$ cat src/rtl/cam_pkg.sv
// Shared types and widths for the CAM search sequencer and its result FIFO.
package cam_pkg;

   localparam int CAM_DW = 32;
   localparam int CAM_AW = 8;
   localparam int CAM_MW = 3;

   typedef enum logic [2:0] {
      ST_IDLE,
      ST_ARM,
      ST_WAIT,
      ST_ACK,
      ST_NEXT,
      ST_DONE
   } state_e;

   typedef struct packed {
      logic [CAM_MW-1:0] mask;
      logic [CAM_AW-1:0] addr;
      logic [CAM_DW-1:0] data;
   } cam_res_t;

   function automatic logic [15:0] sat_inc16(input logic [15:0] v);
      return (v == 16'hFFFF) ? v : v + 16'd1;
   endfunction

endpackage

$ cat src/rtl/cam_search_ctrl_if.sv
// Control, CAM-side and result-side signals of the search sequencer.
interface cam_search_ctrl_if;
   import cam_pkg::*;

   logic              start;
   logic [CAM_MW-1:0] strb_cfg;
   logic              busy;
   logic              done;
   logic [CAM_MW-1:0] cam_mask;
   logic [CAM_MW-1:0] cam_strb;
   logic              cam_mask_en;
   logic              cam_hit;
   logic [CAM_DW-1:0] cam_data;
   logic [CAM_AW-1:0] cam_addr;
   logic              cam_ack;
   logic              res_valid;
   logic              res_ready;
   logic [CAM_DW-1:0] res_data;
   logic [CAM_AW-1:0] res_addr;
   logic [CAM_MW-1:0] res_mask;
   logic [15:0]       hit_cnt;

   modport master (
      input  start, strb_cfg, cam_hit, cam_data, cam_addr, res_ready,
      output busy, done, cam_mask, cam_strb, cam_mask_en, cam_ack,
             res_valid, res_data, res_addr, res_mask, hit_cnt
   );

   modport slave (
      output start, strb_cfg, cam_hit, cam_data, cam_addr, res_ready,
      input  busy, done, cam_mask, cam_strb, cam_mask_en, cam_ack,
             res_valid, res_data, res_addr, res_mask, hit_cnt
   );

endinterface

$ cat src/rtl/cam_res_fifo.sv
// Synchronous FIFO of search results; push and pop in one cycle are both honoured,
// including a push into a full FIFO that is being popped.
module cam_res_fifo
   import cam_pkg::*;
#(
   parameter int DEPTH = 8
) (
   input  logic     clk,
   input  logic     rst,
   input  logic     push_i,
   input  logic     pop_i,
   input  cam_res_t wdata_i,
   output cam_res_t rdata_o,
   output logic     full_o,
   output logic     empty_o
);
   localparam int PW = $clog2(DEPTH);

   cam_res_t       mem_q [DEPTH];
   logic [PW:0]    wr_q;
   logic [PW:0]    rd_q;
   logic           do_push;
   logic           do_pop;

   assign empty_o = (wr_q == rd_q);
   assign full_o  = (wr_q[PW] != rd_q[PW]) && (wr_q[PW-1:0] == rd_q[PW-1:0]);
   assign do_pop  = pop_i && !empty_o;
   assign do_push = push_i && (!full_o || do_pop);
   assign rdata_o = mem_q[rd_q[PW-1:0]];

   // NOTE: state registers use non-blocking assignments so every flop samples pre-edge values.
   always_ff @(posedge clk) begin
      if (rst) begin
         wr_q <= '0;
         rd_q <= '0;
      end else begin
         if (do_push) wr_q <= wr_q + 1'b1;
         if (do_pop)  rd_q <= rd_q + 1'b1;
      end
   end

   // NOTE: storage is not reset; the pointers alone define which entries are live.
   always_ff @(posedge clk) begin
      if (do_push) mem_q[wr_q[PW-1:0]] <= wdata_i;
   end

endmodule

$ cat src/rtl/cam_search_ctrl.sv
// Mask-sweep sequencer: arms each mask, acknowledges CAM hits into the result FIFO,
// and advances on a no-hit timeout or when the per-mask hit cap is reached.
module cam_search_ctrl
   import cam_pkg::*;
#(
   parameter int FIFO_DEPTH  = 8,
   parameter int HIT_TIMEOUT = 15
) (
   input logic               clk,
   input logic               rst,
   cam_search_ctrl_if.master bus
);
   localparam int              TMO_W        = $clog2(HIT_TIMEOUT + 1);
   localparam logic [CAM_AW:0] MASK_HIT_CAP = {1'b1, {CAM_AW{1'b0}}};

   state_e            state_q, state_d;
   logic [CAM_MW-1:0] mask_q, mask_d;
   logic [CAM_MW-1:0] strb_q, strb_d;
   logic [15:0]       hit_cnt_q, hit_cnt_d;
   logic [TMO_W-1:0]  tmo_q, tmo_d;
   logic [CAM_AW:0]   mhit_q, mhit_d;

   logic     busy, done, mask_en, ack, push;
   logic     pop, can_accept, fifo_full, fifo_empty;
   cam_res_t push_res, head_res;

   assign pop        = !fifo_empty && bus.res_ready;
   assign can_accept = !fifo_full || pop;
   assign push_res   = '{mask: mask_q, addr: bus.cam_addr, data: bus.cam_data};

   cam_res_fifo #(.DEPTH(FIFO_DEPTH)) u_fifo (
      .clk     (clk),
      .rst     (rst),
      .push_i  (push),
      .pop_i   (pop),
      .wdata_i (push_res),
      .rdata_o (head_res),
      .full_o  (fifo_full),
      .empty_o (fifo_empty)
   );

   always_ff @(posedge clk) begin
      if (rst) begin
         state_q   <= ST_IDLE;
         mask_q    <= '0;
         strb_q    <= '0;
         hit_cnt_q <= '0;
         tmo_q     <= '0;
         mhit_q    <= '0;
      end else begin
         state_q   <= state_d;
         mask_q    <= mask_d;
         strb_q    <= strb_d;
         hit_cnt_q <= hit_cnt_d;
         tmo_q     <= tmo_d;
         mhit_q    <= mhit_d;
      end
   end

   // NOTE: every output of this block gets a default first so no path infers a latch.
   always_comb begin
      state_d   = state_q;
      mask_d    = mask_q;
      strb_d    = strb_q;
      hit_cnt_d = hit_cnt_q;
      tmo_d     = tmo_q;
      mhit_d    = mhit_q;
      busy      = 1'b1;
      done      = 1'b0;
      mask_en   = 1'b0;
      ack       = 1'b0;
      push      = 1'b0;

      case (state_q)
         ST_IDLE: begin
            busy = 1'b0;
            if (bus.start) begin
               strb_d    = bus.strb_cfg;
               mask_d    = '0;
               hit_cnt_d = '0;
               state_d   = ST_ARM;
            end
         end
         ST_ARM: begin
            mask_en = 1'b1;
            tmo_d   = '0;
            mhit_d  = '0;
            state_d = ST_WAIT;
         end
         ST_WAIT: begin
            mask_en = 1'b1;
            if (bus.cam_hit) begin
               // A hit blocked by a full FIFO holds here without aging the timeout.
               if (can_accept) begin
                  push      = 1'b1;
                  hit_cnt_d = sat_inc16(hit_cnt_q);
                  mhit_d    = mhit_q + 1'b1;
                  state_d   = ST_ACK;
               end
            end else begin
               tmo_d = tmo_q + 1'b1;
               if (tmo_q == TMO_W'(HIT_TIMEOUT - 1)) state_d = ST_NEXT;
            end
         end
         ST_ACK: begin
            mask_en = 1'b1;
            ack     = 1'b1;
            tmo_d   = '0;
            state_d = (mhit_q == MASK_HIT_CAP) ? ST_NEXT : ST_WAIT;
         end
         ST_NEXT: begin
            if (mask_q == '1) begin
               state_d = ST_DONE;
            end else begin
               mask_d  = mask_q + 1'b1;
               state_d = ST_ARM;
            end
         end
         ST_DONE: begin
            done    = 1'b1;
            state_d = ST_IDLE;
         end
         default: state_d = ST_IDLE;
      endcase
   end

   assign bus.busy        = busy;
   assign bus.done        = done;
   assign bus.cam_mask    = mask_q;
   assign bus.cam_strb    = strb_q;
   assign bus.cam_mask_en = mask_en;
   assign bus.cam_ack     = ack;
   assign bus.hit_cnt     = hit_cnt_q;
   assign bus.res_valid   = !fifo_empty;
   assign bus.res_data    = fifo_empty ? '0 : head_res.data;
   assign bus.res_addr    = fifo_empty ? '0 : head_res.addr;
   assign bus.res_mask    = fifo_empty ? '0 : head_res.mask;

endmodule

$ cat src/flat_wrapper.sv
// flat-port wrapper written by rule: the top's interface ports become plain ports
module cam_search_ctrl_flat import cam_pkg::*;
#(
   parameter int FIFO_DEPTH  = 8,
   parameter int HIT_TIMEOUT = 15
)
  (clk, rst, bus_start, bus_strb_cfg, bus_cam_hit, bus_cam_data, bus_cam_addr, bus_res_ready, bus_busy, bus_done, bus_cam_mask, bus_cam_strb, bus_cam_mask_en, bus_cam_ack, bus_res_valid, bus_res_data, bus_res_addr, bus_res_mask, bus_hit_cnt);
  cam_search_ctrl_if bus_i ();
  input logic clk;
  input logic rst;
  input wire logic [$bits(bus_i.start)-1:0] bus_start;
  input wire logic [$bits(bus_i.strb_cfg)-1:0] bus_strb_cfg;
  input wire logic [$bits(bus_i.cam_hit)-1:0] bus_cam_hit;
  input wire logic [$bits(bus_i.cam_data)-1:0] bus_cam_data;
  input wire logic [$bits(bus_i.cam_addr)-1:0] bus_cam_addr;
  input wire logic [$bits(bus_i.res_ready)-1:0] bus_res_ready;
  output wire logic [$bits(bus_i.busy)-1:0] bus_busy;
  output wire logic [$bits(bus_i.done)-1:0] bus_done;
  output wire logic [$bits(bus_i.cam_mask)-1:0] bus_cam_mask;
  output wire logic [$bits(bus_i.cam_strb)-1:0] bus_cam_strb;
  output wire logic [$bits(bus_i.cam_mask_en)-1:0] bus_cam_mask_en;
  output wire logic [$bits(bus_i.cam_ack)-1:0] bus_cam_ack;
  output wire logic [$bits(bus_i.res_valid)-1:0] bus_res_valid;
  output wire logic [$bits(bus_i.res_data)-1:0] bus_res_data;
  output wire logic [$bits(bus_i.res_addr)-1:0] bus_res_addr;
  output wire logic [$bits(bus_i.res_mask)-1:0] bus_res_mask;
  output wire logic [$bits(bus_i.hit_cnt)-1:0] bus_hit_cnt;
  assign bus_i.start = bus_start;
  assign bus_i.strb_cfg = bus_strb_cfg;
  assign bus_i.cam_hit = bus_cam_hit;
  assign bus_i.cam_data = bus_cam_data;
  assign bus_i.cam_addr = bus_cam_addr;
  assign bus_i.res_ready = bus_res_ready;
  assign bus_busy = bus_i.busy;
  assign bus_done = bus_i.done;
  assign bus_cam_mask = bus_i.cam_mask;
  assign bus_cam_strb = bus_i.cam_strb;
  assign bus_cam_mask_en = bus_i.cam_mask_en;
  assign bus_cam_ack = bus_i.cam_ack;
  assign bus_res_valid = bus_i.res_valid;
  assign bus_res_data = bus_i.res_data;
  assign bus_res_addr = bus_i.res_addr;
  assign bus_res_mask = bus_i.res_mask;
  assign bus_hit_cnt = bus_i.hit_cnt;
  cam_search_ctrl #(.FIFO_DEPTH(FIFO_DEPTH), .HIT_TIMEOUT(HIT_TIMEOUT)) u_core (.clk(clk), .rst(rst), .bus(bus_i));
endmodule
$ cat config.mk
export PLATFORM = sky130hd
export DESIGN_NAME = cam_search_ctrl_flat
export DESIGN_NICKNAME = d
export VERILOG_FILES = /design/src/rtl/cam_pkg.sv /design/src/rtl/cam_search_ctrl_if.sv /design/src/rtl/cam_res_fifo.sv /design/src/rtl/cam_search_ctrl.sv /design/src/flat_wrapper.sv
export SDC_FILE = /design/constraint.sdc
export NUM_CORES = 1
export LEC_CHECK = 0
export CAP_MARGIN = 10
export CORE_AREA = 3 3 194 196
export DETAILED_ROUTE_END_ITERATION = 7
export DIE_AREA = 0 0 197 199
export HOLD_SLACK_MARGIN = 0.1
export PLACE_DENSITY = 0.75
export SYNTH_ARGS = -nofsm -noshare
export SYNTH_HDL_FRONTEND = slang
export SYNTH_HIERARCHICAL = 1
export SYNTH_SLANG_ARGS = --single-unit
$ cat constraint.sdc
create_clock -name clk -period 9.7 [get_ports clk]
set_input_delay 1.94 -clock clk [delete_from_list [all_inputs] [get_ports clk]]
set_output_delay 1.94 -clock clk [all_outputs]
set_load 0.005 [all_outputs]
# ---- Yosys cells after proc, flatten, opt, wreduce, memory -nomap -nowiden
# Memory sizes are Yosys's and may differ from the RTL's. A register that Yosys moved wholly into a read port is not among the register bits.
# Index checks and enable logic that the tools add are counted.
dict set report classes {
  mux 34
  addsub 6
  n_reduce_logical 21
  n_eq_ne 20
}
# cell n
set op_table {}
lappend op_table {{16-bit two-way mux} 4}
lappend op_table {{3-bit two-way mux} 11}
lappend op_table {{32-bit two-way mux} 1}
lappend op_table {{16-bit case mux with 2 select lines} 1}
lappend op_table {{9-bit two-way mux} 2}
lappend op_table {{9-bit case mux with 2 select lines} 1}
lappend op_table {{16-bit by 1-bit adder with 16-bit output, second input constant} 1}
lappend op_table {{16-bit equality test, second input constant} 1}
lappend op_table {{3-bit case mux with 5 select lines} 1}
lappend op_table {{4-bit by 1-bit adder with 4-bit output, second input constant} 3}
lappend op_table {{2-bit != test, second input constant} 5}
lappend op_table {{9-bit by 1-bit adder with 9-bit output, second input constant} 1}
lappend op_table {{3-bit equality test, second input constant} 3}
lappend op_table {{9-bit equality test, second input constant} 1}
lappend op_table {{1-bit two-way mux} 9}
lappend op_table {{3-bit AND reduction} 3}
lappend op_table {{8-bit two-way mux} 1}
lappend op_table {{4-bit case mux with 2 select lines} 1}
lappend op_table {{2-bit nonzero test} 4}
lappend op_table {{3-bit by 2-bit equality test with 1-bit output, second input constant} 2}
lappend op_table {{3-bit by 2-bit != test with 1-bit output, second input constant} 2}
lappend op_table {{3-bit case mux with 2 select lines} 1}
lappend op_table {{5-bit AND reduction} 1}
lappend op_table {{4-bit equality test} 1}
lappend op_table {{14 further kinds} 20}
dict set report word_totals {
  register_bits 46
  wordCells 90
  ramBits 344
  memories 1
  inputBits 48
  output_inout_bits 70
}
# name depth word_bits read_ports rd_clocked_by_memory_dff wr line_no
set mem_list {}
lappend mem_list {u_core.u_fifo.mem_q 8 43 1 1 1 cam_res_fifo.sv:19} ;# cam_res_t mem_q [DEPTH];

# ---- Longest topological paths before layout
dict set report logic_depth {
  depth_word 10
  ltp_mapped 10
  mapped_depth_nobuf 9
}

# ---- Modules after synthesis
# Netlist, hierarchy kept.
# mod cells_per_inst seq_area_each_um2 instances area_each_um2
set modules_own_cells {}
lappend modules_own_cells {cam_res_fifo 569 10550.1 1 13719.4}
lappend modules_own_cells {cam_search_ctrl 298 760.7 1 2368.5}

# ---- Worst setup path after synthesis
# Ideal clock, no wire load.
dict set report synth_path {
  kind {input to register}
  from {input bus_res_ready}
  to {memory u_core/u_fifo/mem_q[0][0] in the netlist's numbering, enable pin}
  t_arrival_ps 6892
  n_path_buf 0
  setup_time_ps 551
  t_required_ps 9149
  slack_ps 2257
  stages 5
  cell_sequence {nor2b_1 -> o211ai_4 -> inv_2 -> o21ai_1 -> nor4_1}
}
dict set report synth_via {
  elab_chain_cells 8
  word_cells_on_any_way 10
  classes_between {mux: 5; reduce/logical: 5}
}
# item line_no
set synth_rtl {}
lappend synth_rtl {{start: declaration} flat_wrapper.sv:16} ;# input wire logic [$bits(bus_i.res_ready)-1:0] bus_res_ready;
lappend synth_rtl {{1-bit logical AND} cam_search_ctrl.sv:27} ;# assign pop = !fifo_empty && bus.res_ready;
lappend synth_rtl {{1-bit logical OR} cam_search_ctrl.sv:28} ;# assign can_accept = !fifo_full || pop;
lappend synth_rtl {{1-bit two-way mux} cam_search_ctrl.sv:94} ;# if (can_accept) begin
lappend synth_rtl {{1-bit two-way mux} cam_search_ctrl.sv:92} ;# if (bus.cam_hit) begin
lappend synth_rtl {{1-bit two-way mux} cam_search_ctrl.sv:74} ;# case (state_q)
lappend synth_rtl {{named net u_core.push} cam_search_ctrl.sv:23} ;# logic busy, done, mask_en, ack, push;
lappend synth_rtl {{1-bit logical AND} cam_res_fifo.sv:28} ;# assign do_push = push_i && (!full_o || do_pop);
lappend synth_rtl {{1-bit two-way mux} cam_res_fifo.sv:44} ;# if (do_push) mem_q[wr_q[PW-1:0]] <= wdata_i;
lappend synth_rtl {{1-bit two-way mux (not written as such)} cam_res_fifo.sv:44}
lappend synth_rtl {{end: declaration} cam_res_fifo.sv:19}
# The timed path passes the listed nets, and every way through them passes these cells.

==> impl_results.md <==
* Status: completed
* Hold Startpoint: u_core/bus.cam_strb[1]
* Asr flop ratio synth at 0
* Die W at 197 um
* Critical Path Source Type: register
* TritonCTS clock tree: done
* Hold endpoint: u_core/bus.cam_strb[1]
* Die Ht at 199 um
* Rows at 70
* Drt initial violations at 540
* Die area at 39200 um2
* Int Pwr at 2.748 mW
* Routability congestion estimate at 0.7959
* Crit Path Category: register to output pin
* Sequential Power Share at 0.542
* Worst-skew pair later-pin latency at 520 ps
* CP Cell Sequence: buf_4 > mux4_1 > mux2_4 > nor2b_1 > clkdlybuf4s50_1
* Total routed wirelength at 30.98 mm
* Crit Path Max Fanout at 55
* Fin. max-slew vios at 0
* Worst-margin pin slew at 1106 ps
* Post-detail-place hpwl at 17.67 mm
* Synth unique cells at 60
* Sw Pwr at 0.6921 mW
* WP data required at 7760 ps
* Most used DFF post-synth: edfxtp_1
* Post-CTS sizing at 0
* Setup ws final at 3926 ps
* Initial antenna violation count at 0
* Layout cells sized above 1 at 0.2152
* Post-synthesis net count at 924
* IO buf count at 117
* P_leak at 5.922 nW
* Leading area contributor after synthesis: edfxtp_1
* First-pass GRT wire length at 48.37 mm
* Path depth of the worst reg2reg path at 9
* CP endpoint kind: output pin
* Seq cells post-synth at 393
* First-pass iteration count of the detailed router at 5
* Critical path's slowest cell: buf_4
* CTS max path bufs at 3
* Gate family responsible for the most delay along the worst path: buffers and inverters
* I/O pin count at 118
* Number of flops mapped to enable cells by yosys at 344
* Clock transition at path regs at 60 ps
* Global-route usage over all layers at 0.1585
* Worst Hold Class: register to register
* R2r endpoint: u_core/u_fifo/mem_q[5][8]
* DRT antenna net count at 0
* Worst Path Arrival at 3830 ps
* Maximum clock rate at 0.1732 GHz
* Shortest period the worst path allows at 5774 ps
* CTS sink count at 393
* Residual DRC count at 0
* Clock network power share at 0.410
* Via count at 8199
* Post-Syn Area per Cell at 18.56 um2
* CTS root buffer: clkbuf_16
* Layout Area Growth over Synthesis at 17.82%
* Rel. slew slack at 0.2586
* Crit-path max cell delay at 940 ps
* Seq/Total Area, Yosys at 0.7031
* Worst R2R Start: u_core/u_fifo/wr_q[1]
* Postcts setup bufs at 0
* Ant diodes at 0
* Initial Util at 0.4437
* Area of the core at 36260 um2
* Hold Path Depth at 2
* Synth top area cells: edfxtp_1 (64%), mux4_2 (11%), dfxtp_1 (6.1%)
* Sw Share at 0.2012
* Max Cap Viol at 0
* DR vias/cell at 5.484
* Grt ovf at 0
* Final hold violation count at 0
* Share of Yosys cell area claimed by the top area cell type at 0.6421
* Yosys warns at 6
* Post-CTS Hold Buffers at 0
* CTS Buf Count at 41
* Synthesized instance count at 867
* H-tree levels at 2
* VDD IR max at 129.3 uV
* RSZ-0062 raised after global routing: no
* Cell Pwr Density at 181.5 nW/um2
* Fin Setup TNS at 0 ps
* Wire length per cell at 20.72 um
* Vias in the first global route at 8518
* Most frequent cells in the layout: edfxtp_1 (344), clkdlybuf4s50_1 (117), mux4_2 (82)
* Setup violators final at 0
* Pin count of the biggest net entering global routing at 73
* Pre-CTS setup slack at 4320 ps
* Clk_skew at 25.46 ps
* Post-Syn Area at 16090 um2
* Commonest non-fill, non-tap cell in the layout: edfxtp_1
* Period utilisation layout at 0.5953
* Setup slack, reg-to-reg at 5790 ps
* Nets at 1058
* CP bufs+invs at 2
* Combinational Power Share at 0.048
[power groups by stage]
stage / sequential, mW / combinational [mW] / clock [mW]
3_3_place_gp: 1.90 / 0.163 / 0
3_5_place_dp: 1.90 / 0.166 / 0
6_report: 1.86 / 0.164 / 1.41
4_1_cts: 1.86 / 0.167 / 1.45
2_1_floorplan: 1.90 / 0.0875 / 0
5_1_grt: 1.87 / 0.181 / 1.52
[kinds of logic (layout without fill, tap and decap cells)]
group	Yosys count	in the layout	share of synthesized area
mux	136	136	0.1655
flops	393	393	0.7031
compound gates	68	68	0.03142
simple gates	184	184	0.06160
xor+xnor	16	16	0.008710
fa+ha+maj	9	9	0.007000
buf+inv	61	221	0.02271
[per-layer routing]
metal / part of all wire / routed length, um / GRT usage
met1: 0.42 / 13160 / 0.2129
met5: 0 / 0 / 0
met4: 0.013 / 412 / 0.03141
met3: 0.049 / 1531 / 0.03015
met2: 0.51 / 15880 / 0.2739
[cell usage after synthesis, drive strengths merged, types with 12 or more instances]
library cell and n:
a21oi 23, buf 23, clkbuf 21, dfxtp 49, edfxtp 344, inv 16
mux2 48, mux4 86, nand2 31, nand3 14, nand4 12, nor2 36
nor2b 48, o21ai 15, xnor2 12
[worst max-delay path by stage]
stage / slack (ps) / end / cells past startpoint
finish: 3930 / bus_res_data[13] / 5
global route: 3570 / bus_res_addr[0] / 5
CTS: 3760 / bus_res_data[13] / 5
detailed placement: 4320 / u_core/u_fifo/mem_q[5][19] / 7
global placement: 4310 / bus_res_data[13] / 5
floorplan: 2260 / u_core/u_fifo/mem_q[0][0] / 5
[area by class of cell]
| type | instances | area [um2] |
|---|---|---|
| clock inverters | 19 | 126.4 |
| fillers | 2901 | 17310 |
| flip-flops and latches | 393 | 11320 |
| well taps | 468 | 585.6 |
| clock buffers | 50 | 1081 |
| inverters | 17 | 63.81 |
| multi-input cells | 413 | 4472 |
| repair buffers | 135 | 1306 |
[state kept, by name, indices dropped and copies added, names as in the netlist, named ones only]
name	cells
u_core/tmo_q	4
u_core/state_q	3
u_core/u_fifo/mem_q	344
u_core/bus.cam_strb	3
u_core/mhit_q	9
u_core/u_fifo/wr_q	4
u_core/bus.hit_cnt	16
u_core/bus.cam_mask	3
u_core/u_fifo/rd_q	4
[worst register-to-register path: cells and delay by family (launching register included)]
family,cells,cell delay [ps]
DFF,1,570
xor gates and xnor gates,1,200
and+or+nand+nor,4,1570
AOI/OAI and AO/OA,2,490
buffers and inverters,2,720
[through the flow]
step / hold WS [ps] / power, mW / cells / area [um2] / utilization
after detailed placement: 449.4 / 2.067 / 1426 / 17750 / 0.4894
after CTS: 458.3 / 3.482 / 1495 / 18950 / 0.5227
after global routing: 484.1 / 3.562 / 1495 / 18950 / 0.5227
after global placement: 443.5 / 2.062 / 1426 / 17750 / 0.4894
final: 454.6 / 3.440 / 1495 / 18950 / 0.5227
after floorplan: 452.7 / 1.984 / 867 / 16090 / -
Note: power is estimated with default switching activity, not from simulation.
